## src/rtl/norm_shifter.sv

```systemverilog
// Two-stage normalization shifter: S1 computes shift amount and exponent, S2 applies the left barrel shift.
// Optional subnormal clamping is enabled by defining NORM_SUBNORMAL_CLAMP_EN.
module norm_shifter (
    input  logic        clk,
    input  logic        reset,
    input  logic        in_valid,
    output logic        in_ready,
    input  logic [31:0] mantissa_in,
    input  logic [9:0]  exponent_in,
    input  logic [4:0]  lz_count_in,
    input  logic        lz_zeros_in,
    output logic        out_valid,
    input  logic        out_ready,
    output logic [31:0] mantissa_out,
    output logic [9:0]  exponent_out,
    output logic        zero_out,
    output logic        underflow_out
);

    localparam int unsigned MANT_W = 32;
    localparam int unsigned EXP_W  = 10;
    localparam int unsigned LZ_W   = 5;

    logic              s1_valid;
    logic [MANT_W-1:0] s1_mant;
    logic [LZ_W-1:0]   s1_shift;
    logic [EXP_W-1:0]  s1_exp;
    logic              s1_zero;
    logic              s1_uf;

    logic              s1_load;
    logic              s2_load;

    logic [MANT_W-1:0] mant_nxt;
    logic [LZ_W-1:0]   shift_nxt;
    logic [EXP_W-1:0]  exp_nxt;
    logic              uf_nxt;

    // out_valid doubles as the S2 valid bit
    assign s2_load  = !out_valid || out_ready;
    assign s1_load  = !s1_valid || s2_load;
    assign in_ready = s1_load;

`ifdef NORM_SUBNORMAL_CLAMP_EN
    logic signed [EXP_W-1:0] exp_m1;
    logic [EXP_W-1:0]        shift_lim;
`endif

    // Shift amount, adjusted exponent and underflow for the incoming operand
    always_comb begin
        mant_nxt  = mantissa_in;
        shift_nxt = lz_count_in;
        exp_nxt   = exponent_in - EXP_W'(lz_count_in);
        uf_nxt    = 1'b0;
`ifdef NORM_SUBNORMAL_CLAMP_EN
        exp_m1    = $signed(exponent_in) - 10'sd1;
        shift_lim = (exp_m1 > 10'sd0) ? EXP_W'(exp_m1) : '0;
        if (EXP_W'(lz_count_in) > shift_lim) begin
            shift_nxt = LZ_W'(shift_lim);
            exp_nxt   = '0;
            uf_nxt    = 1'b1;
        end
`else
        uf_nxt    = ($signed(exp_nxt) < 10'sd1);
`endif
        if (lz_zeros_in) begin
            mant_nxt  = '0;
            shift_nxt = '0;
            exp_nxt   = '0;
            uf_nxt    = 1'b0;
        end
    end

    // Stage 1 register
    always_ff @(posedge clk) begin
        if (reset) begin
            s1_valid <= 1'b0;
            s1_mant  <= '0;
            s1_shift <= '0;
            s1_exp   <= '0;
            s1_zero  <= 1'b0;
            s1_uf    <= 1'b0;
        end else if (s1_load) begin
            s1_valid <= in_valid;
            if (in_valid) begin
                s1_mant  <= mant_nxt;
                s1_shift <= shift_nxt;
                s1_exp   <= exp_nxt;
                s1_zero  <= lz_zeros_in;
                s1_uf    <= uf_nxt;
            end
        end
    end

    // Stage 2: barrel shift into the output registers
    always_ff @(posedge clk) begin
        if (reset) begin
            out_valid     <= 1'b0;
            mantissa_out  <= '0;
            exponent_out  <= '0;
            zero_out      <= 1'b0;
            underflow_out <= 1'b0;
        end else if (s2_load) begin
            out_valid <= s1_valid;
            if (s1_valid) begin
                mantissa_out  <= s1_mant << s1_shift;
                exponent_out  <= s1_exp;
                zero_out      <= s1_zero;
                underflow_out <= s1_uf;
            end
        end
    end

endmodule

```

## config.mk

```make
export PLATFORM = sky130hd
export DESIGN_NAME = norm_shifter
export DESIGN_NICKNAME = d
export VERILOG_FILES = /design/src/rtl/norm_shifter.sv
export SDC_FILE = /design/constraint.sdc
export NUM_CORES = 1
export LEC_CHECK = 0
export BUFFER_PORTS_ARGS = -buffer_cell sky130_fd_sc_hd__buf_4
export CORE_MARGIN = 2
export CORE_UTILIZATION = 35
export CTS_CLUSTER_SIZE = 20
export DETAILED_ROUTE_END_ITERATION = 16
export PLACE_DENSITY = 0.61
export RECOVER_POWER = 25
export SLEW_MARGIN = 0
export SYNTH_ARGS = -nofsm -noshare
export SYNTH_HDL_FRONTEND = slang
export SYNTH_SLANG_ARGS = --single-unit
```

## constraint.sdc

```tcl
create_clock -name clk -period 3.9 [get_ports clk]
set_clock_uncertainty 0.1 [all_clocks]
set_input_delay 0.585 -clock clk [delete_from_list [all_inputs] [get_ports clk]]
set_output_delay 0.585 -clock clk [all_outputs]
set_load 0.01 [all_outputs]
```

==> results of run 1 <==
==> power groups by stage <==
stage	Clock, mW	Sequential, mW	Combinational [mW]
final	0.951	1.04	0.340
after global routing	1.02	1.05	0.373
after CTS	0.967	1.04	0.344
after detailed placement	0	1.07	0.342
after global placement	0	1.07	0.337
after floorplan	0	1.05	0.236
==> metrics by stage <==
step                hold WS [ns]  worst slack (ns)  cells
global route               0.375             0.935    883
floorplan                  0.323              1.29    626
CTS                        0.358              1.11    883
detailed placement         0.347              1.06    867
global placement           0.337              1.08    867
finish                     0.356              1.07    883
==> state kept, by name, indices dropped and copies added (netlist names) <==
register       count
s1_valid           1
exponent_out      10
s1_zero            1
out_valid          1
s1_shift           5
zero_out           1
mantissa_out      32
s1_mant           32
underflow_out      1
s1_uf              1
s1_exp            10
==> final cells by class <==
class | instances | area share (%)
Inverter | 11 | 0.649
Timing Repair Buffer | 106 | 10.7
Clock buffer | 11 | 3.81
Sequential cell | 95 | 29.9
Clock inverter | 5 | 1.28
Tap cell | 188 | 3.69
Multi-Input combinational cell | 467 | 50.0
==> routing by layer <==
layer	global-route usage [%]	up-vias	share of wire, %
met3	3.21	19	5.6
met5	0	-	0
met4	6.40	0	1.8
li1	-	2384	-
met2	27.1	139	44
met1	27.7	2259	49
==> Yosys cell counts (8+ instances only) <==
master	instances
clkbuf_1	32
nor3_1	13
nand2_1	61
mux4_2	15
buf_2	12
a22oi_1	19
dfxtp_1	95
a21oi_1	68
o22ai_1	9
nor3b_1	35
inv_1	8
nor2_1	83
mux2i_1	41
mux2_2	13
o21ai_1	17
mux2_1	13
==> cells by family (layout without fill, tap and decap cells) <==
logic type | after synthesis | in the layout | share of synthesized area [%]
adders and majority gates | 6 | 6 | 1.54
AOI/OAI and AO/OA | 149 | 149 | 17.2
xor gates and xnor gates | 5 | 5 | 0.815
buffers and inverters | 64 | 133 | 5.52
DFF | 95 | 95 | 35.4
and+or+nand+nor | 225 | 225 | 20.2
muxes | 82 | 82 | 19.4
==> final timing paths <==
| path | startpoint | end | slack (ns) |
|---|---|---|---|
| worst max-delay path | s1_shift[2] | mantissa_out[27] | 1.07 |
| worst min-delay path | underflow_out | underflow_out | 0.36 |
| worst max register to register | s1_shift[2] | mantissa_out[27] | 1.07 |
| worst min register to register | underflow_out | underflow_out | 0.36 |
==> worst reg2reg max path, delay by kind of cell, from the launching register on <==
| kind | cells | cell delay, ns |
|---|---|---|
| mux | 2 | 0.60 |
| compound gates | 3 | 0.58 |
| flops | 1 | 0.95 |
| buf+inv | 2 | 0.42 |
==> flow_summary.toml, run 1 <==
[critical_path]
cpMaxStageDelayCell = "dfxtp_1"
crit_path_start_kind = "flop"
max_stage_delay_ns = 0.95
worst-path-stages = 7
path_buf_inv = 2
critPathKind = "reg -> reg"
cp.arrival_ns = 2.90
cp_top_family = "flip-flops"
setup.worst_path.end_class = "flop"
crit_required_ns = 3.97
rr_worst_depth = 7
cp_max_fo = 22
path_cells = "buf_4 > mux2_1 > mux2i_1 > o21a_4 > inv_2 > a222oi_1 > o22ai_1"

[logic_synthesis]
synth_top_area_cell = "dfxtp_1"
syn_area_um2 = 5380
ys_async_sr_fraction_pct = 0
ys_seq_area_share_pct = 35.4
synth.top_cell.area_share_pct = 35.4
yosysWarnings = 0
yosysUniqueCellTypes = 51
ys_top_cells_by_area = "dfxtp_1, mux2i_1, a21oi_1"
postSynthAreaPerCell_um2 = 8.59
synth-main-ff-cell = "dfxtp_1"
synth_edf_count = 0
synthCells = 626
syn_nets = 684
ys_ff_latch = 95

[timing]
rsz0062_at_grt = "false"
drv_slew = 95
period_share_pct = 72.6
setup_tns_ns = 0
period_needed_ns = 2.83
max-slew-margin-rel_pct = -26.5
worst_slew_pin_slew_ns = 1.90
hold_viol = 0
fmax_mhz = 353
setup_viol = 0

[floorplanning]
core_area_um2 = 15100
start_util_pct = 35.6
die_y_um = 128
die_w_um = 128
rows = 45
die_area_um2 = 16400
io_pins = 98

[placement]
dpl.hpwl_um = 11000
postPlaceCellArea_um2 = 6170
io_buffers = 97
place.gp.congestion = 0.912

[finish]
final_cell_mix = "dfxtp_1, nor2_1, buf_4"
n_antenna_cell = 0
finalInstanceArea_um2 = 6370
drive_above_1_share_pct = 17.7
final_core_util_pct = 42.2
nNetsFinal = 748
regArea_um2 = 1900
multi_input_area_um2 = 3180
layout_commonest_cell = "dfxtp_1"
area_growth_pct = 18.4
n_fill_cell = 1530

[clock_network]
cts.sinks = 95
post_cts_buffers = 0
cts_buffers = 9
hold_buffers = 0
htreeDepth = 3
root_buffer = "clkbuf_16"
clk-insertion-delay-late_ns = 0.35
cts_resized = 0
path_clk_slew_ns = 0.07
cts_tree = "done"
clockBufferDepth = 2

[global_route]
grtUsageTotal_pct = 18.6
grt_pass1_wl_um = 24100
antenna_found_initial = 0
grt_pass1_vias = 4413
gr-total-overflow = 0
grt_max_degree = 95

[run_status]
status = "finished with violations"
violations = "max-capacitance violations, max-slew violations"

[power_and_ir_drop]
p_seq_share_pct = 44.7
switching_share_pct = 25.8
power.density_nw_per_um2 = 367
switching_power_mw = 0.603
power_frac_clock_pct = 40.7
p_int_mw = 1.73
power.leakage_nw = 2.32
peakVddDrop_v = 0.000213
pwr-share-comb_pct = 14.6
total_power_mw = 2.34

[detailed_routing]
post_drt_wl_per_cell_um = 17.1
drcViolationCount = 0
dr.pass1.iters = 6
ant_nets = 0
vias = 4801
vias_per_cell = 5.44
wirelength_um = 15100
drt_iter0_drc = 421

[min_path]
whs_path_depth = 2
hp-class = "reg -> reg"

[job]
cap_violations = 1
Power figures use the tool's default switching activity.
==> inputs of run 2 (changes only) <==
- PLACE_DENSITY: 0.61 -> 0.63
- clock period: 3.9 -> 2.57 ns (I/O delays scaled with it)
==> run 2 against run 1 <==
Compared with the run above:
- the run now ends clean
- die area did not move
- fmax rose by 22%
- hold slack got worse by 0.15 ns
- combinational power rose by 59%
- utilization rose by 0.44 points
- non-clock buffer count rose by 10
- total power rose by 48%
- final area rose by 1.0%
- sequential power rose by 51%
- critical path type unchanged
- largest cell class unchanged
==> flow_summary.toml, run 2 (same netlist as run 1, synthesis figures left out) <==
[run_status]
status = "completed"

[critical_path]
critPathKind = "reg -> reg"
setup.worst_path.end_class = "flop"
cp.arrival_ns = 2.45
r2r_slack_ns = 0.24
crit_path_start_kind = "flop"
rr_worst_depth = 7
r2r_end = "mantissa_out[25]"
crit_required_ns = 2.69
cp_max_fo = 15
endpoint = "mantissa_out[25]"
crit_start = "s1_shift[1]"
r2r_start = "s1_shift[1]"

[finish]
area_growth_pct = 19.6
nNetsFinal = 758
reg_top3 = "mantissa_out (32), s1_mant (32)"
n_antenna_cell = 0
final_core_util_pct = 42.6
drive_above_1_share_pct = 18.9
final_cell_mix = "dfxtp_1, nor2_1, buf_4"
layout_commonest_cell = "dfxtp_1"
finalInstanceArea_um2 = 6430

[clock_network]
root_buffer = "clkbuf_16"
hold_buffers = 0
htreeDepth = 3
cts_buffers = 9
cts.sinks = 95
clk-insertion-delay-late_ns = 0.34
cts_resized = 0
cts_tree = "done"
path_clk_slew_ns = 0.07
post_cts_buffers = 0
clockBufferDepth = 2

[detailed_routing]
post_drt_wl_per_cell_um = 16.9
drcViolationCount = 0
ant_nets = 0
vias_per_cell = 5.56
wirelength_um = 15100
dr.pass1.iters = 5
drt_iter0_drc = 440
vias = 4967

[power_and_ir_drop]
power.leakage_nw = 2.36
power.density_nw_per_um2 = 538
peakVddDrop_v = 0.000360

[floorplanning]
rows = 45
start_util_pct = 35.6
io_pins = 98
core_area_um2 = 15100
die_w_um = 128
die_area_um2 = 16400
die_y_um = 128

[timing]
max-slew-margin-rel_pct = 55.2
worst_slew_pin_slew_ns = 0.670
period_share_pct = 90.7
fmax_mhz = 429
setup_ws_ns = 0.240
drv_slew = 0
setup_viol = 0
hold_viol = 0
rsz0062_at_grt = "false"
period_needed_ns = 2.33

[min_path]
min-delay-start = "reset"
hp-class = "in -> reg"

[job]
cap_violations = 0

[placement]
postPlaceCellArea_um2 = 6260
dpl.hpwl_um = 11200
io_buffers = 97
place.gp.congestion = 0.908
post-place-ws_ns = -0.119

[global_route]
grt_max_degree = 77
antenna_found_initial = 0
grt_pass1_vias = 4635
gr-total-overflow = 0
grtUsageTotal_pct = 18.4
grt_pass1_wl_um = 24100
run 2: cell count changes in the layout (fill, tap and decap cells not counted):
cell        change
buf_4          +10
clkbuf_2        -1
buf_12          +1
clkinv_4        +2
bufinv_16       -1
clkinvlp_4      +1
clkbuf_8        -1
clkinv_2        -1
run 2: layout make-up:
| type | count | area [µm²] |
|---|---|---|
| repair buffers | 116 | 772 |
| flip-flops and latches | 95 | 1900 |
| clock inverters | 6 | 71.3 |
| clock buffers | 10 | 229 |
| multi-input cells | 467 | 3180 |
| well taps | 188 | 235 |
| fillers | 1520 | 8660 |
| inverters | 11 | 41.3 |
run 2: how the worst min path moves through the flow:
stage | depth (start not counted) | slack (ns) | to
floorplan | 2 | 0.32 | s1_exp[9]
global placement | 2 | 0.34 | mantissa_out[15]
detailed placement | 2 | 0.34 | s1_exp[9]
CTS | 2 | 0.20 | s1_shift[2]
global route | 2 | 0.21 | s1_exp[8]
finish | 2 | 0.21 | s1_shift[2]
run 2: routing by layer:
| layer | track usage (%) | wire length, µm |
|---|---|---|
| met4 | 5.11 | 229 |
| met1 | 26.3 | 7190 |
| met3 | 4.13 | 978 |
| met5 | 0 | 0 |
| met2 | 28.0 | 6700 |
run 2: power breakdown:
| part | total (mW) | internal (mW) | switching, mW |
|---|---|---|---|
| registers | 1.57 | 1.52 | 0.0521 |
| logic | 0.542 | 0.242 | 0.300 |
| clock network | 1.34 | 0.759 | 0.583 |
| total | 3.46 | 2.52 | 0.935 |
run 2: worst max-delay path, stage by stage (launching register included):
cell and delay [ns]:
dfxtp_2 0.57, buf_4 0.30, mux4_2 0.35, mux2_2 0.28
mux2i_1 0.21, nor2_1 0.07, a211oi_1 0.25, nor3_1 0.08
run 2: stage by stage:
step           setup TNS [ns]  hold WS [ns]  total power [mW]  std cells
2_1_floorplan               0         0.323              1.95        626
3_3_place_gp          -0.0213         0.337              2.14        877
3_5_place_dp           -0.119         0.343              2.15        877
4_1_cts                     0         0.199              3.49        893
5_1_grt                     0         0.209              3.61        893
6_report                    0         0.209              3.46        893
